===== src/rtl/l1_icache_2way_pkg.sv =====
// Shared types and geometry for the 2-way L1 instruction cache.
// Address split (16-bit byte address): tag=[15:7] index=[6:4] offset=[3:0].
package l1_icache_2way_pkg;

    localparam int NUM_SETS    = 8;
    localparam int INDEX_BITS  = 3;
    localparam int OFFSET_BITS = 4;
    localparam int TAG_BITS    = 16 - INDEX_BITS - OFFSET_BITS;

    typedef logic [15:0]            lc3b_word;
    typedef logic [TAG_BITS-1:0]    lc3b_c_tag;
    typedef logic [INDEX_BITS-1:0]  lc3b_c_index;
    typedef logic [OFFSET_BITS-1:0] lc3b_c_offset;
    typedef logic [127:0]           lc3b_datbus;

    typedef enum logic {
        S_IDLE = 1'b0,
        S_FILL = 1'b1
    } icache_state_e;

    // Two byte enables for the 16-bit word selected by address bits [3:1].
    function automatic lc3b_word isel_of(input logic [2:0] word_sel);
        return 16'h0003 << {word_sel, 1'b0};
    endfunction

endpackage


===== src/rtl/l1_icache_2way_if.sv =====
// Bus bundle between the cache and its environment (IF stage on one side,
// physical memory / arbiter on the other).
//   slave  : the cache's view (takes fetches, issues line fills)
//   master : the environment's view (CPU fetch side plus memory side)
//
// Handshakes: icache_read is a level request held with a stable icache_addr
// until icache_resp is seen high on a rising edge; icache_resp is high only in
// cycles where icache_rdata is the requested line. pmem_read is likewise held
// with a stable pmem_address until pmem_resp; pmem_rdata is consumed on the
// rising edge where pmem_resp is high, and pmem_resp outside a fill is ignored.
interface l1_icache_2way_if;
    import l1_icache_2way_pkg::*;

    lc3b_word   icache_addr;
    logic       icache_read;
    logic       icache_resp;
    lc3b_datbus icache_rdata;
    lc3b_word   isel_mask;
    lc3b_word   pmem_address;
    logic       pmem_read;
    logic       pmem_resp;
    lc3b_datbus pmem_rdata;

    modport slave (
        input  icache_addr, icache_read, pmem_resp, pmem_rdata,
        output icache_resp, icache_rdata, isel_mask, pmem_address, pmem_read
    );

    modport master (
        output icache_addr, icache_read, pmem_resp, pmem_rdata,
        input  icache_resp, icache_rdata, isel_mask, pmem_address, pmem_read
    );

endinterface


===== src/rtl/l1_icache_2way_way_array.sv =====
// One way of the cache: per-set data line, tag and valid bit.
// Ports: clk, reset (async, clears valid bits only), combinational read
// port (rd_index -> rd_valid/rd_tag/rd_data), single write port
// (wr_en/wr_index/wr_tag/wr_data) that also marks the set valid.
module l1_icache_2way_way_array
    import l1_icache_2way_pkg::*;
(
    input  logic        clk,
    input  logic        reset,
    input  lc3b_c_index rd_index,
    output logic        rd_valid,
    output lc3b_c_tag   rd_tag,
    output lc3b_datbus  rd_data,
    input  logic        wr_en,
    input  lc3b_c_index wr_index,
    input  lc3b_c_tag   wr_tag,
    input  lc3b_datbus  wr_data
);

    logic [NUM_SETS-1:0] valid_q;
    lc3b_c_tag           tag_mem  [NUM_SETS];
    lc3b_datbus          data_mem [NUM_SETS];

    // Only valid bits need reset; stale tag/data behind a clear valid bit is harmless.
    always_ff @(posedge clk or posedge reset) begin
        if (reset) begin
            valid_q <= '0;
        end else if (wr_en) begin
            valid_q[wr_index] <= 1'b1;
        end
    end

    always_ff @(posedge clk) begin
        if (wr_en) begin
            tag_mem[wr_index]  <= wr_tag;
            data_mem[wr_index] <= wr_data;
        end
    end

    assign rd_valid = valid_q[rd_index];
    assign rd_tag   = tag_mem[rd_index];
    assign rd_data  = data_mem[rd_index];

endmodule


===== src/rtl/l1_icache_2way.sv =====
// Read-only 2-way set-associative L1 instruction cache.
// Ports: clk, reset (async active-high), bus (slave modport: fetch request/
// response, byte-select mask, line-fill request/response), hit_count and
// miss_count (wrapping 16-bit event counters), state_dbg (FSM state).
// Hits respond in the same cycle; a miss moves to FILL, holds pmem_read until
// pmem_resp, installs the line, and the still-held request then hits in IDLE.
module l1_icache_2way
    import l1_icache_2way_pkg::*;
(
    input  logic                  clk,
    input  logic                  reset,
    l1_icache_2way_if.slave       bus,
    output lc3b_word              hit_count,
    output lc3b_word              miss_count,
    output icache_state_e         state_dbg
);

    icache_state_e state, next_state;

    lc3b_c_tag   req_tag;
    lc3b_c_index req_index;
    logic        unused_addr_bit;

    logic        way_valid [2];
    lc3b_c_tag   way_tag   [2];
    lc3b_datbus  way_data  [2];
    logic        way_wr    [2];

    logic [NUM_SETS-1:0] lru_q;     // per set: the way to evict next
    lc3b_c_tag           fill_tag;
    lc3b_c_index         fill_index;
    logic                fill_way;

    logic hit_w0, hit_w1, lookup_hit, miss_start, fill_done, victim;

    assign req_tag         = bus.icache_addr[15:7];
    assign req_index       = bus.icache_addr[6:4];
    assign unused_addr_bit = bus.icache_addr[0];

    for (genvar w = 0; w < 2; w++) begin : g_way
        l1_icache_2way_way_array u_way (
            .clk      (clk),
            .reset    (reset),
            .rd_index (req_index),
            .rd_valid (way_valid[w]),
            .rd_tag   (way_tag[w]),
            .rd_data  (way_data[w]),
            .wr_en    (way_wr[w]),
            .wr_index (fill_index),
            .wr_tag   (fill_tag),
            .wr_data  (bus.pmem_rdata)
        );
    end

    // Lookups only count in IDLE so a request held through FILL never responds early.
    assign hit_w0     = way_valid[0] && (way_tag[0] == req_tag);
    assign hit_w1     = way_valid[1] && (way_tag[1] == req_tag);
    assign lookup_hit = (state == S_IDLE) && bus.icache_read && (hit_w0 || hit_w1);
    assign miss_start = (state == S_IDLE) && bus.icache_read && !(hit_w0 || hit_w1);
    assign fill_done  = (state == S_FILL) && bus.pmem_resp;

    assign way_wr[0] = fill_done && (fill_way == 1'b0);
    assign way_wr[1] = fill_done && (fill_way == 1'b1);

    // Invalid ways are filled first (way0 before way1), otherwise follow LRU.
    assign victim = !way_valid[0] ? 1'b0 :
                    !way_valid[1] ? 1'b1 : lru_q[req_index];

    always_ff @(posedge clk or posedge reset) begin
        if (reset) state <= S_IDLE;
        else       state <= next_state;
    end

    always_comb begin
        next_state = state;
        case (state)
            S_IDLE: if (miss_start) next_state = S_FILL;
            S_FILL: if (bus.pmem_resp) next_state = S_IDLE;
            default: next_state = S_IDLE;
        endcase
    end

    always_ff @(posedge clk or posedge reset) begin
        if (reset) begin
            lru_q      <= '0;
            fill_tag   <= '0;
            fill_index <= '0;
            fill_way   <= 1'b0;
            hit_count  <= '0;
            miss_count <= '0;
        end else begin
            if (lookup_hit) begin
                // Evict the way that was not just used: way0 hit -> lru=1.
                lru_q[req_index] <= hit_w0;
                hit_count        <= hit_count + 16'd1;
            end
            if (miss_start) begin
                fill_tag   <= req_tag;
                fill_index <= req_index;
                fill_way   <= victim;
                miss_count <= miss_count + 16'd1;
            end
            if (fill_done) begin
                lru_q[fill_index] <= ~fill_way;
            end
        end
    end

    assign bus.icache_resp  = lookup_hit;
    assign bus.icache_rdata = !lookup_hit ? '0 : (hit_w0 ? way_data[0] : way_data[1]);
    assign bus.isel_mask    = isel_of(bus.icache_addr[3:1]);
    assign bus.pmem_read    = (state == S_FILL);
    assign bus.pmem_address = {fill_tag, fill_index, 4'h0};
    assign state_dbg        = state;

endmodule


===== src/flat_wrapper.sv =====
// flat-port wrapper written by rule: the top's interface ports become plain ports
module l1_icache_2way_flat import l1_icache_2way_pkg::*;
  (clk, reset, hit_count, miss_count, state_dbg, bus_icache_addr, bus_icache_read, bus_pmem_resp, bus_pmem_rdata, bus_icache_resp, bus_icache_rdata, bus_isel_mask, bus_pmem_address, bus_pmem_read);
  l1_icache_2way_if bus_i ();
  input  logic clk;
  input  logic reset;
  output lc3b_word hit_count;
  output lc3b_word miss_count;
  output icache_state_e state_dbg;
  input wire logic [$bits(bus_i.icache_addr)-1:0] bus_icache_addr;
  input wire logic [$bits(bus_i.icache_read)-1:0] bus_icache_read;
  input wire logic [$bits(bus_i.pmem_resp)-1:0] bus_pmem_resp;
  input wire logic [$bits(bus_i.pmem_rdata)-1:0] bus_pmem_rdata;
  output wire logic [$bits(bus_i.icache_resp)-1:0] bus_icache_resp;
  output wire logic [$bits(bus_i.icache_rdata)-1:0] bus_icache_rdata;
  output wire logic [$bits(bus_i.isel_mask)-1:0] bus_isel_mask;
  output wire logic [$bits(bus_i.pmem_address)-1:0] bus_pmem_address;
  output wire logic [$bits(bus_i.pmem_read)-1:0] bus_pmem_read;
  assign bus_i.icache_addr = bus_icache_addr;
  assign bus_i.icache_read = bus_icache_read;
  assign bus_i.pmem_resp = bus_pmem_resp;
  assign bus_i.pmem_rdata = bus_pmem_rdata;
  assign bus_icache_resp = bus_i.icache_resp;
  assign bus_icache_rdata = bus_i.icache_rdata;
  assign bus_isel_mask = bus_i.isel_mask;
  assign bus_pmem_address = bus_i.pmem_address;
  assign bus_pmem_read = bus_i.pmem_read;
  l1_icache_2way u_core (.clk(clk), .reset(reset), .bus(bus_i), .hit_count(hit_count), .miss_count(miss_count), .state_dbg(state_dbg));
endmodule

===== config.mk =====
export PLATFORM = sky130hd
export DESIGN_NAME = l1_icache_2way_flat
export DESIGN_NICKNAME = d
export VERILOG_FILES = /design/src/rtl/l1_icache_2way_pkg.sv /design/src/rtl/l1_icache_2way_if.sv /design/src/rtl/l1_icache_2way_way_array.sv /design/src/rtl/l1_icache_2way.sv /design/src/flat_wrapper.sv
export SDC_FILE = /design/constraint.sdc
export NUM_CORES = 2
export LEC_CHECK = 0
export BUFFER_PORTS_ARGS = -buffer_cell sky130_fd_sc_hd__buf_2
export CORE_MARGIN = 4
export CORE_UTILIZATION = 55
export DETAILED_ROUTE_END_ITERATION = 10
export PLACE_DENSITY = 0.8
export SYNTH_ARGS = -nofsm -noshare
export SYNTH_HDL_FRONTEND = slang
export SYNTH_SLANG_ARGS = --single-unit

===== constraint.sdc =====
create_clock -name clk -period 13.6 [get_ports clk]
set_input_delay 0 -clock clk [delete_from_list [all_inputs] [get_ports clk]]
set_output_delay 0 -clock clk [all_outputs]
set_load 0.01 [all_outputs]

==> results.yml <==
layout:
  final_common_cell: "edfxtp_1"
  fillers: 9556
  layout-drive-gt1-share_pct: 17.1
  final_nets: 5236
  final_util_pct: 63.3
  area_delta_synth_final_pct: 14.3
  multi_input_area_um2: 13200
  mostFrequentLayoutCells: "edfxtp_1 (2,192), o22ai_1 (1,037), buf_2 (337), nand2_1 (276), nor4_1 (259)"
  seqCellArea_um2: 67600
logic_synthesis:
  ys_warn_count: 0
  synth_cells: 4626
  ys_seq_area_share_pct: 82.5
  synth_compound_area_share_pct: 9.69
  synthMuxAreaShare_pct: 1.24
  synth-simple-area-share_pct: 4.36
  synthTopCellsByArea: "edfxtp_1 (80%), o22ai_1 (7.9%), dfrtp_1 (2.1%)"
  synth_top_area_share_pct: 80.3
  synth_top_flop_cell: "edfxtp_1"
  ys_types: 58
  synth_xor_area_share_pct: 0.492
  synth_top_family_by_area: "compound AO/OA/AOI/OAI gates"
  postSynthAreaPerCell_um2: 17.7
  syn_area_um2: 81900
  synth_top_cell_by_area: "edfxtp_1"
  ys_ff_latch: 2262
  synthArstFlopShare_pct: 3.09
  synth_adder_area_share_pct: 0.0305
  synth_edf_count: 2192
critical_path:
  critPathLaunchType: "primary input"
  r2r-end: "u_core.g_way[1].u_way.data_mem[5][74]"
  crit_arrival_ns: 5.93
  worstReg2RegStart: "u_core.fill_way"
  required_ns: 13.60
  end_kind: "primary output"
  rrSetupSlack_ns: 8.39
  path_class: "primary input to primary output"
  rr_worst_depth: 5
  path_max_fanout: 47
clocking:
  htreeDepth: 4
  numCtsBuffers: 207
  cts_tree: "built"
  ctsLongestPathBuffers: 3
  numClockSinks: 2262
  clk_latency_ns: 0.82
  clk_pin_slew_worst_paths_ns: 0.06
  root_buffer: "clkbuf_16"
floorplanning:
  io_pins: 343
  core_um2: 148000
  die_w_um: 394
  die_area_um2: 155000
  rows: 141
  initial_core_util_pct: 55.4
  die-height_um: 394
timing:
  grt_setup_unrepaired: "no"
  setup_tns_ns: 0
  final_hold_viol_count: 0
  tightest_slew_ns: 1.22
  fin_worst_skew_ns: 0.0369
  slew_viol_final: 0
  fmaxAchievable_mhz: 169
  whs_ns: 0.0184
  finalCriticalPeriod_ns: 5.93
  finalSetupViolCount: 0
  period_share_pct: 43.6
  slew-limit-headroom_pct: 18.4
route:
  post-route-drc-count: 0
  wire_per_inst_um: 30.7
  drtIter0Drc: 7396
  vias_per_cell: 6.81
  antenna_left: 0
  dr.pass1.iters: 6
  via_count: 49100
  wirelength_um: 221000
place:
  dp_hpwl_um: 102000
  io_buffers: 337
  gp_congestion: 0.793
global_route:
  grt_overflow: 0
  grt_usage_pct: 27.8
  grt_pass1_vias: 49000
  antenna_found_initial: 22
  grt_max_degree: 163
  grt_pass1_wl_um: 321000
run:
  cap_violations: 0
power:
  p_leak_nw: 30.3
  power.total_w: 0.0145
  vdd_drop_max_mv: 0.126
  p_per_area_nw_per_um2: 155
run_status:
  run_status: "completed"
min_path:
  hold_path_class: "primary input to async pin"
[how the worst max path moves through the flow]
stage / startpoint / endpoint / slack [ns] / cells past startpoint
floorplan: u_core.fill_way / u_core.g_way[1].u_way.valid_q[3] / 2.41 / 4
global placement: bus_icache_addr[4] / bus_icache_rdata[16] / 7.97 / 12
detailed placement: bus_icache_addr[4] / bus_icache_rdata[16] / 7.88 / 12
CTS: bus_icache_addr[5] / bus_icache_rdata[16] / 7.69 / 13
global route: bus_icache_addr[5] / bus_icache_rdata[16] / 7.48 / 13
finish: bus_icache_addr[5] / bus_icache_rdata[16] / 7.67 / 13
[flip-flops by register name, indices dropped and copies added, names as in the netlist]
register	cells
u_core.miss_count	16
u_core.fill_way	1
u_core.g_way.u_way.data_mem	2048
u_core.hit_count	16
u_core.fill_index	3
u_core.fill_tag	9
u_core.g_way.u_way.tag_mem	144
u_core.bus.pmem_read	1
u_core.g_way.u_way.valid_q	16
u_core.lru_q	8
[synth_stat cells (16+ instances only)]
cell type / instances
mux2i_1: 36
clkbuf_1: 252
nor4_1: 259
a211oi_1: 17
or2_2: 20
nor3_1: 23
xor2_1: 22
buf_4: 16
edfxtp_1: 2192
xnor2_1: 24
o22ai_1: 1037
nand3_1: 24
a21oi_1: 33
mux2_2: 28
nor2_1: 31
dfrtp_1: 70
nand2_1: 279
a21oi_2: 99
[area by class of cell]
| cell class | instances | share of cell area (%) |
|---|---|---|
| Sequential cell | 2262 | 72.2 |
| Multi-Input combinational cell | 2047 | 14.1 |
| Clock buffer | 259 | 5.84 |
| Timing Repair Buffer | 560 | 4.14 |
| Tap cell | 1930 | 2.58 |
| Clock inverter | 126 | 1.14 |
| Antenna cell | 13 | 0.0347 |
| Inverter | 8 | 0.0321 |
[critical path, stage by stage]
cell and delay, ns:
dlygate4sd3_1 0.54, buf_2 0.12, buf_4 0.30, nor2b_1 0.90, a221oi_1 0.29, xor2_1 0.25
or4_4 0.55, nor4_4 0.90, o21ai_4 0.16, buf_4 0.48, buf_4 0.62, a21oi_1 0.54
buf_2 0.23
[per-layer routing]
| metal | track usage (%) | up-vias | wire [um] |
|---|---|---|---|
| li1 | - | 20200 | - |
| met1 | 36.8 | 24500 | 79300 |
| met2 | 45.7 | 3834 | 108000 |
| met3 | 5.44 | 612 | 24900 |
| met4 | 11.2 | 12 | 9030 |
| met5 | 0 | - | 75 |
[cell families (layout without fill, tap and decap cells)]
logic type / after synthesis / in the layout
muxes: 79 / 79
other: 1 / 17
buffers and inverters: 320 / 953
AOI/OAI and AO/OA: 1222 / 1222
DFF: 2262 / 2262
adders and majority gates: 2 / 2
and+or+nand+nor: 694 / 694
xor gates and xnor gates: 46 / 46
[report_power, final]
part	internal, W	switching (W)	total (W)
clock	0.00312	0.00251	0.00563
combinational	0.000254	0.000567	0.000821
sequential	0.00793	0.000119	0.00805
total	0.0113	0.00319	0.0145
[what timing repair did]
action / in CTS / in global routing
setup buffers: 0 / 0
hold endpoints to repair: 2148 / 0
hold buffers: 147 / 0
gates resized for setup: 0 / 0
[through the flow]
stage,instance area (um^2),instances,worst slack [ns]
global route,93600,7199,7.48
detailed placement,85600,6660,7.88
CTS,93600,7192,7.69
floorplan,81900,4629,2.41
global placement,85600,6660,7.97
finish,93600,7205,7.67
No activity file was read; power rests on OpenSTA's default activity.
